File: config.mk
export PLATFORM = sky130hd
export DESIGN_NAME = f2s_bram_fill_ctrl
export DESIGN_NICKNAME = d
export VERILOG_FILES = /design/src/rtl/f2s_bram_fill_ctrl_pkg.sv /design/src/rtl/f2s_bram_fill_ctrl_rise_det.sv /design/src/rtl/f2s_bram_fill_ctrl.sv
export SDC_FILE = /design/constraint.sdc
export NUM_CORES = 1
export LEC_CHECK = 0
export CAP_MARGIN = 20
export CORE_MARGIN = 4
export CORE_UTILIZATION = 41
export CTS_CLUSTER_DIAMETER = 50
export DETAILED_ROUTE_END_ITERATION = 10
export HOLD_SLACK_MARGIN = 0.12
export PLACE_DENSITY = 0.86
export SLEW_MARGIN = 10
export SYNTH_ARGS = -nofsm -noshare
export SYNTH_HDL_FRONTEND = slang
export SYNTH_SLANG_ARGS = --single-unit
File: constraint.sdc
create_clock -name clk -period 1.9 [get_ports clk]
set_input_delay 0.38 -clock clk [delete_from_list [all_inputs] [get_ports clk]]
set_output_delay 0.38 -clock clk [all_outputs]
set_load 0.01 [all_outputs]
File: src/rtl/f2s_bram_fill_ctrl_pkg.sv
// Shared types and bit-field indices for the f2s stream-to-BRAM fill controller.
package f2s_fill_pkg;

  typedef enum logic [1:0] {
    S_IDLE  = 2'd0,
    S_FILL0 = 2'd1,
    S_FILL1 = 2'd2,
    S_STALL = 2'd3
  } fill_state_e;

  localparam int unsigned CTRL_EN      = 0;
  localparam int unsigned CTRL_ACK0    = 1;
  localparam int unsigned CTRL_ACK1    = 2;
  localparam int unsigned CTRL_OVF_CLR = 3;

  localparam int unsigned ST_FULL0    = 0;
  localparam int unsigned ST_FULL1    = 1;
  localparam int unsigned ST_OVF      = 2;
  localparam int unsigned ST_RUN      = 3;
  localparam int unsigned ST_WPTR_LSB = 16;

endpackage

File: src/rtl/f2s_bram_fill_ctrl_rise_det.sv
// Registered rising-edge detector: one-cycle pulse on each 0->1 transition of d.
module f2s_rise_det #(
  parameter int unsigned W = 3
) (
  input  logic         clk,
  input  logic         reset_n,
  input  logic [W-1:0] d,
  output logic [W-1:0] pulse
);

  logic [W-1:0] d_q;

  always_ff @(posedge clk) begin
    if (!reset_n) begin
      d_q <= '0;
    end else begin
      d_q <= d;
    end
  end

  assign pulse = d & ~d_q;

endmodule

File: src/rtl/f2s_bram_fill_ctrl.sv
// Ping-pong BRAM fill controller: writes a valid/ready stream into two halves
// and reports per-half full flags, overflow and write pointer to the HPS PIO.
module f2s_bram_fill_ctrl
  import f2s_fill_pkg::*;
#(
  parameter int unsigned ADDR_W = 10,
  parameter int unsigned DATA_W = 32
) (
  input  logic              clk,
  input  logic              reset_n,
  input  logic [31:0]       ctrl,
  input  logic              s_valid,
  input  logic [DATA_W-1:0] s_data,
  output logic              s_ready,
  output logic              bram_we,
  output logic [ADDR_W-1:0] bram_addr,
  output logic [DATA_W-1:0] bram_wdata,
  output logic [31:0]       status
);

  fill_state_e       state_q, state_d;
  logic              stall_half_q, stall_half_d;
  logic [ADDR_W-1:0] wptr_q, wptr_d;
  logic [1:0]        full_q, full_d;
  logic              ovf_q, ovf_d;
  logic              bram_we_q, bram_we_d;
  logic [ADDR_W-1:0] bram_addr_q, bram_addr_d;
  logic [DATA_W-1:0] bram_wdata_q, bram_wdata_d;
  logic [31:0]       status_q, status_d;

  logic [2:0] ctrl_pulse;
  logic       enable, ack0, ack1, ovf_clr;
  logic       hs, last_word, cur_half, other_half;
  logic       ctrl_unused;

  f2s_rise_det #(.W(3)) u_ctrl_edges (
    .clk    (clk),
    .reset_n(reset_n),
    .d      (ctrl[CTRL_OVF_CLR:CTRL_ACK0]),
    .pulse  (ctrl_pulse)
  );

  assign ctrl_unused = ^ctrl[31:CTRL_OVF_CLR+1];

  assign enable  = ctrl[CTRL_EN];
  assign ack0    = ctrl_pulse[CTRL_ACK0-CTRL_ACK0];
  assign ack1    = ctrl_pulse[CTRL_ACK1-CTRL_ACK0];
  assign ovf_clr = ctrl_pulse[CTRL_OVF_CLR-CTRL_ACK0];

  assign s_ready    = (state_q == S_FILL0) || (state_q == S_FILL1);
  assign hs         = s_valid & s_ready;
  assign cur_half   = wptr_q[ADDR_W-1];
  assign other_half = ~cur_half;
  assign last_word  = &wptr_q[ADDR_W-2:0];

  always_comb begin
    state_d      = state_q;
    stall_half_d = stall_half_q;
    wptr_d       = wptr_q;
    full_d       = full_q;
    ovf_d        = ovf_q;
    bram_we_d    = 1'b0;
    bram_addr_d  = bram_addr_q;
    bram_wdata_d = bram_wdata_q;

    // Clears are applied before sets so a same-cycle set wins.
    if (ack0)    full_d[0] = 1'b0;
    if (ack1)    full_d[1] = 1'b0;
    if (ovf_clr) ovf_d     = 1'b0;

    if (hs) begin
      bram_we_d    = 1'b1;
      bram_addr_d  = wptr_q;
      bram_wdata_d = s_data;
      wptr_d       = wptr_q + ADDR_W'(1);
      if (last_word) full_d[cur_half] = 1'b1;
    end

    case (state_q)
      S_IDLE: begin
        if (enable) begin
          state_d = S_FILL0;
          wptr_d  = '0;
        end
      end
      S_FILL0, S_FILL1: begin
        if (hs && last_word) begin
          if (!full_d[other_half]) begin
            state_d = other_half ? S_FILL1 : S_FILL0;
          end else begin
            state_d      = S_STALL;
            stall_half_d = other_half;
          end
        end
      end
      S_STALL: begin
        if (s_valid) ovf_d = 1'b1;
        // Registered flag: leave one cycle after the ack has cleared it.
        if (!full_q[stall_half_q]) begin
          state_d = stall_half_q ? S_FILL1 : S_FILL0;
        end
      end
      default: state_d = S_IDLE;
    endcase

    if (!enable) begin
      state_d = S_IDLE;
      wptr_d  = '0;
      full_d  = '0;
    end
  end

  always_comb begin
    status_d                            = '0;
    status_d[ST_FULL0]                  = full_q[0];
    status_d[ST_FULL1]                  = full_q[1];
    status_d[ST_OVF]                    = ovf_q;
    status_d[ST_RUN]                    = (state_q != S_IDLE);
    status_d[ST_WPTR_LSB +: ADDR_W]     = wptr_q;
  end

  always_ff @(posedge clk) begin
    if (!reset_n) begin
      state_q      <= S_IDLE;
      stall_half_q <= 1'b0;
      wptr_q       <= '0;
      full_q       <= '0;
      ovf_q        <= 1'b0;
      bram_we_q    <= 1'b0;
      bram_addr_q  <= '0;
      bram_wdata_q <= '0;
      status_q     <= '0;
    end else begin
      state_q      <= state_d;
      stall_half_q <= stall_half_d;
      wptr_q       <= wptr_d;
      full_q       <= full_d;
      ovf_q        <= ovf_d;
      bram_we_q    <= bram_we_d;
      bram_addr_q  <= bram_addr_d;
      bram_wdata_q <= bram_wdata_d;
      status_q     <= status_d;
    end
  end

  assign bram_we    = bram_we_q;
  assign bram_addr  = bram_addr_q;
  assign bram_wdata = bram_wdata_q;
  assign status     = status_q;

endmodule

* Word-level counts from Yosys, hierarchy flattened
Cells that the tools add are included.
** Operators by class
- Add/subtract/negate cells :: 1
- Order comparisons :: 4
- Reduce and logical (&&, ||, !) cells :: 11
- Bitwise gates (word level) :: 7
- Equal/unequal tests :: 5
- Muxes and demuxes :: 20
** Operators by type and width (number)
- two-way mux 2 bit :: 7
- two-way mux 1 bit :: 11
- adder 10 x 1 -> 10 bit, second input constant :: 1
- AND reduction 9 bit :: 1
- less-than comparator 1 x 2 -> 1 bit, second input constant :: 3
- case mux 2 bit (3 select lines) :: 1
- equality test 2 bit, second input constant :: 2
- inequality test 2 bit, second input constant :: 2
- AND reduction 2 bit :: 2
- AND 3 bit :: 1
- inverter 1 bit :: 3
- inverter 3 bit :: 1
- AND reduction 3 bit :: 1
- OR reduction 3 bit :: 1
- equality test 2 x 1 -> 1 bit, second input constant :: 1
- logical AND 1 bit :: 2
- logical NOT 2 bit :: 1
- bitwise OR 2 bit :: 1
- nonzero test 2 bit :: 1
- OR reduction 2 bit :: 1
- AND 1 bit :: 1
- demux 1 bit (select 1 bit) :: 1
- >= comparator 1 bit, second input constant :: 1
- logical OR 1 bit :: 1
** Storage, ports and cells
- Register bits :: 94
- Logic and storage cells :: 59
- Output and inout port bits :: 76
- Input bits :: 67

* Logic depth before layout (Yosys ltp)
- Depth in word-level cells :: 12
- Depth in mapped cells :: 8
- Depth with buffers taken out :: 7

* Hierarchy
A second synthesis with hierarchy kept.
** Unflattened totals
- Cell total of the unflattened synthesis :: 327
- Area, all modules :: 2832.7 um^2
** Modules (own cells, without submodules)
- f2s_bram_fill_ctrl :: instances 1, seq. area each 1461.4 um^2, area each 2712.6 um^2, cells an instance 318
- f2s_rise_det :: instances 1, seq. area each 60.1 um^2, area each 120.1 um^2, cells an instance 9

* Worst setup path after synthesis
OpenSTA, ideal clock, no wires.
- Path kind :: register -> register
- Start point :: register wptr_q[2]
- End point :: register state_q[1]
- Cell stages (with the launch flop) :: 8
- Arrival time :: 1457 ps
- Clock period less this slack :: 1571 ps
- Setup slack :: 329 ps
- Path through :: dfxtp_1 > and4_1 > and3_1 > ha_1 > nand2_1 > a22oi_4 > nor3_1 > a21o_1
** On the way
- Longest elaborated chain between the ends :: 8
- Elaborated cells on any way between the ends :: 11
- Classes of those cells :: eq/ne: 1; mux: 7; reduce/logical: 3
** RTL lines
- start, declared :: RTL line f2s_bram_fill_ctrl.sv:23 : logic [ADDR_W-1:0] wptr_q, wptr_d;
- start signal, assigned :: RTL line f2s_bram_fill_ctrl.sv:136 : wptr_q <= wptr_d;
- AND reduction 9 bit * :: RTL line f2s_bram_fill_ctrl.sv:54 : assign last_word = &wptr_q[ADDR_W-2:0];
- two-way mux 2 bit :: RTL line f2s_bram_fill_ctrl.sv:76 : if (last_word) full_d[cur_half] = 1'b1;
- two-way mux 2 bit :: RTL line f2s_bram_fill_ctrl.sv:71 : if (hs) begin
- two-way mux 1 bit (not written as such) (2 in series) :: RTL line f2s_bram_fill_ctrl.sv:88 : if (!full_d[other_half]) begin
- two-way mux 2 bit :: RTL line f2s_bram_fill_ctrl.sv:88
- two-way mux 2 bit :: RTL line f2s_bram_fill_ctrl.sv:87 : if (hs && last_word) begin
- case mux 2 bit (3 select lines) :: RTL line f2s_bram_fill_ctrl.sv:79 : case (state_q)
- end signal, assigned :: RTL line f2s_bram_fill_ctrl.sv:134 : state_q <= state_d;
- end, declared :: RTL line f2s_bram_fill_ctrl.sv:21 : fill_state_e state_q, state_d;
Mark *: on every way between the ends. The rest lies on a longest branch, timed or not. The select of a mux whose other input is x is not followed.
A chain may end at the register's enable or synchronous reset.

* Final worst setup path
- Start point :: register wptr_q[0]
- End point :: register state_q[0]
The elaborated chain is that of the path after synthesis.

==> flow_results.org <==
** Global routing
- For this run the aggregate overflow at the end of global routing stands at 0.
- Initial antenna violation count :: 0
- Across every metal layer, demand over resource in global routing totals 0.1625.
- The via count of the first global-routing pass is 2,393.
- The first global-routing pass estimated 11.23 mm of wire.
- Entering global routing, the biggest net connects 63 pins.

** Die
- Die Span Y :: 93.44 µm
- Starting density of the core :: 0.4310
- Die width :: 93.44 µm
- Floorplan core area :: 0.006944 mm²
- During I/O placement, the number of pins put on the boundary was 143.
- Rows :: 30
- The floorplan step defined a die boundary enclosing 0.008731 mm².

** Yosys
- Fraction of post-synthesis cell area in the top cell type by area :: 0.5084
- Register area share after synthesis :: 0.5084
- In the synthesized netlist the dominant register cell turns out to be dfxtp_1.
- Ranking of synthesized cells by area :: dfxtp_1 (51%), nand2_1 (12%), a21boi_0 (7.8%)
- Syn Std Cell Area :: 0.002993 mm²
- Post-synthesis cell count :: 333
- Dividing the synthesized area by the synthesized cell count gives 8.988 µm².
- By count the netlist is led by nand2_1 (94), dfxtp_1 (76), a21boi_0 (31), buf_4 (21), and2_1 (17).
- Counting flops with a built-in enable in the synthesized netlist gives 0.
- Seq cells post-synth :: 76
- Among all cell types in the netlist, the one instantiated most often is nand2_1.
- Counting distinct cell types in the post-synthesis netlist gives 35.
- Of all flip-flops after synthesis, the portion carrying an async set or reset was 0.
- Of all cell types, the one taking the most synthesized area is dfxtp_1.
- Number of warning messages in the yosys log :: 0

** Power and ir drop
- Combinational power share :: 0.089
- Internal power :: 2.637 mW
- Net switching share of the total power :: 0.2146
- Of the total power, the clock network draws 0.422.
- Leakage power :: 1.584 nW
- For this design the total switching power over the nets is 0.7206 mW.
- Dividing total power by cell area gives a power density of 795.2 mW/mm².
- Flop pwr share :: 0.489
- IR analysis of the VDD net gives a maximum drop of 498.3 µV.

** Placed design
- Number of cells after detailed placement :: 514
- GP Congestion :: 0.8567
- In this run the tool buffered the top-level ports with 96 buffer cells.
- Placed wire-length estimate after detailed placement :: 4.868 mm

** Drt
- Drt first-iter violations :: 79
- Via-to-Cell Ratio :: 4.615
- For this run, design rule violations remaining after detail routing come to 0.
- The final route contains 2,446 vias.
- Number of iterations in the first detailed-routing pass :: 4
- DR WL met2 :: 3.395 mm
- Overall routed net length :: 6.920 mm
- The count of nets left with antenna violations once routing finished came out at 0.
- After detailed routing, the average wire length per cell comes to 13.06 µm.
- The highest layer touched by signal routing is met4.
- Met3 WL :: 472 µm
- Post-Route M1 WL :: 2.921 mm

** Clocking
- The clock passes through at most 2 buffers.
- Worst-path clk slew :: 0.08 ns
- CTS saw 76 sinks.
- Post-CTS timing repair inserted 0 buffers for setup.
- Worst skew pair latency :: 0.34 ns
- Number of H-tree branching levels :: 3
- TritonCTS built the clock tree.
- CTS placed an instance of clkbuf_8 at the clock tree root.
- In this run, CTS created clock tree buffers numbering 9.

** Timing
- Share of the clock period used by the worst path after layout :: 0.9196
- Hold violation total from the final report :: 0
- For this run, the top clock speed supported by timing is 572.4 MHz.
- The number of max-slew violations in the final report is 0.
- Adding up every negative setup slack in the final design gives 0 ns.
- Setup violators final :: 0
- Max Clock Skew :: 0.005454 ns
- Min Clock Period, post-route :: 1.747 ns
- RSZ-0062 raised after global routing :: no

** Cells and area
- Multi-input combinational cell area :: 0.001271 mm²
- In the final layout, the share of cells above drive strength 1 is 0.07604.
- Fill cell instance count of the final layout :: 621
- At the end of the flow the core is filled with cells to 0.6081.
- Total Nets Final :: 500
- Compared with the post-synthesis result, the final layout area differs by 41.10%.
- The number of antenna diodes in the final layout is 0.
- Across the whole layout, storage elements account for 0.001521 mm².
- Final non-filler cell total :: 530

** Setup path
- At the worst endpoint, the required time is 2.16 ns.
- Data arrives at the worst endpoint at 2.01 ns.
- Setup slack on the worst reg-to-reg path comes out at 0.15 ns.
- End of the worst register-to-register path :: state_q[0]
- Tracing the worst setup path back leads to its startpoint at wptr_q[0].
- Counting cells, the worst reg-to-reg path comes to 7.
- Kind of critical path :: flop to flop
- Along the worst path, the maximum fanout reaches 5.
- Worst r2r src :: wptr_q[0]
- STA classifies the critical path startpoint as a flop.
- In this run the worst setup path terminates at state_q[0].
- Critical Path Sink Type :: flop

** Hold path
- In this run the worst hold path is classified as input pin to flop.

** Status
- The run finished with clean final reports.

** Job
- Count of maximum capacitance violations :: 0
-- state kept, by name, indices dropped and copies added, names as in the netlist, 2 cells and up --
signal	count
wptr_q	10
state_q	2
status	14
full_q	2
u_ctrl_edges.d_q	3
bram_wdata	32
bram_addr	10
-- layout by cell type, fill, tap and decap left out, types with 3 or more instances in the layout --
cell	count
nor2_1	10
dfxtp_1	76
ha_1	3
o21ai_0	4
conb_1	18
and2_1	17
a21boi_1	13
xor2_1	7
clkdlybuf4s50_1	94
a21boi_0	31
clkbuf_8	12
nand3_1	3
inv_1	5
nand4_1	4
buf_4	8
a21oi_1	5
nand2_1	94
-- per-stage QoR --
stage	power, mW	instance area, µm²	hold slack, ns	setup WS (ns)
2_1_floorplan	1.847	3057	0.4284	0.3289
3_3_place_gp	1.973	3985	0.4397	0.08151
3_5_place_dp	1.981	3985	0.4492	0.04689
4_1_cts	3.403	4220	0.3597	0.1333
5_1_grt	3.502	4223	0.3753	0.03262
6_report	3.358	4223	0.3793	0.1529
-- worst min-delay path by stage --
stage	start	end	depth (start not counted)
4_1_cts	reset_n	state_q[0]	3
2_1_floorplan	ovf_q	status[2]	1
5_1_grt	reset_n	state_q[0]	3
3_5_place_dp	bram_addr[5]	bram_addr[5]	2
3_3_place_gp	ovf_q	status[2]	1
6_report	reset_n	state_q[0]	3
-- power groups by stage --
| stage | Sequential, mW | Combinational [mW] | Clock, mW |
|---|---|---|---|
| final | 1.64 | 0.300 | 1.42 |
| after global routing | 1.65 | 0.326 | 1.53 |
| after CTS | 1.64 | 0.303 | 1.46 |
| after detailed placement | 1.68 | 0.302 | 0 |
| after global placement | 1.68 | 0.296 | 0 |
| after floorplan | 1.69 | 0.158 | 0 |
-- per-layer routing --
metal,vias to the layer above,track usage
li1,1227,-
met1,1120,0.1868
met2,85,0.2817
met3,14,0.03701
met4,0,0.08059
met5,-,0
-- critical path, cell delays in order (launching register included) --
cell	delay [ns]
dfxtp_1	0.43
ha_2	0.25
and3_1	0.16
ha_1	0.21
nand2_1	0.11
a22oi_4	0.25
nor2_1	0.07
a211oi_2	0.18
-- what timing repair did --
action | 4_1_cts | 5_1_grt
gates resized for setup | 1 | 1
endpoints found under the setup margin | 1 | 1
hold buffers | 0 | 0
-- layout make-up --
cell class | count | share of cell area
clock inverter | 3 | 0.01600
timing repair buffer | 106 | 0.2498
multi-input combinational | 231 | 0.3010
tap | 96 | 0.02844
sequential | 76 | 0.3603
clock buffer | 13 | 0.04000
inverter | 5 | 0.004444
-- kinds of logic (layout without fill, tap and decap cells) --
logic type,count (synthesis),count (layout),synth area share
buffers and inverters,43,127,0.08904
XOR/XNOR,8,8,0.02341
adder cells (fa/ha/maj),4,4,0.01672
multiplexers,1,1,0.005015
flip-flops,76,76,0.5084
other,1,18,0.001253
AO/OA/AOI/OAI,60,60,0.1497
AND/OR/NAND/NOR,140,140,0.2065
Note: power is estimated with default switching activity, not from simulation.
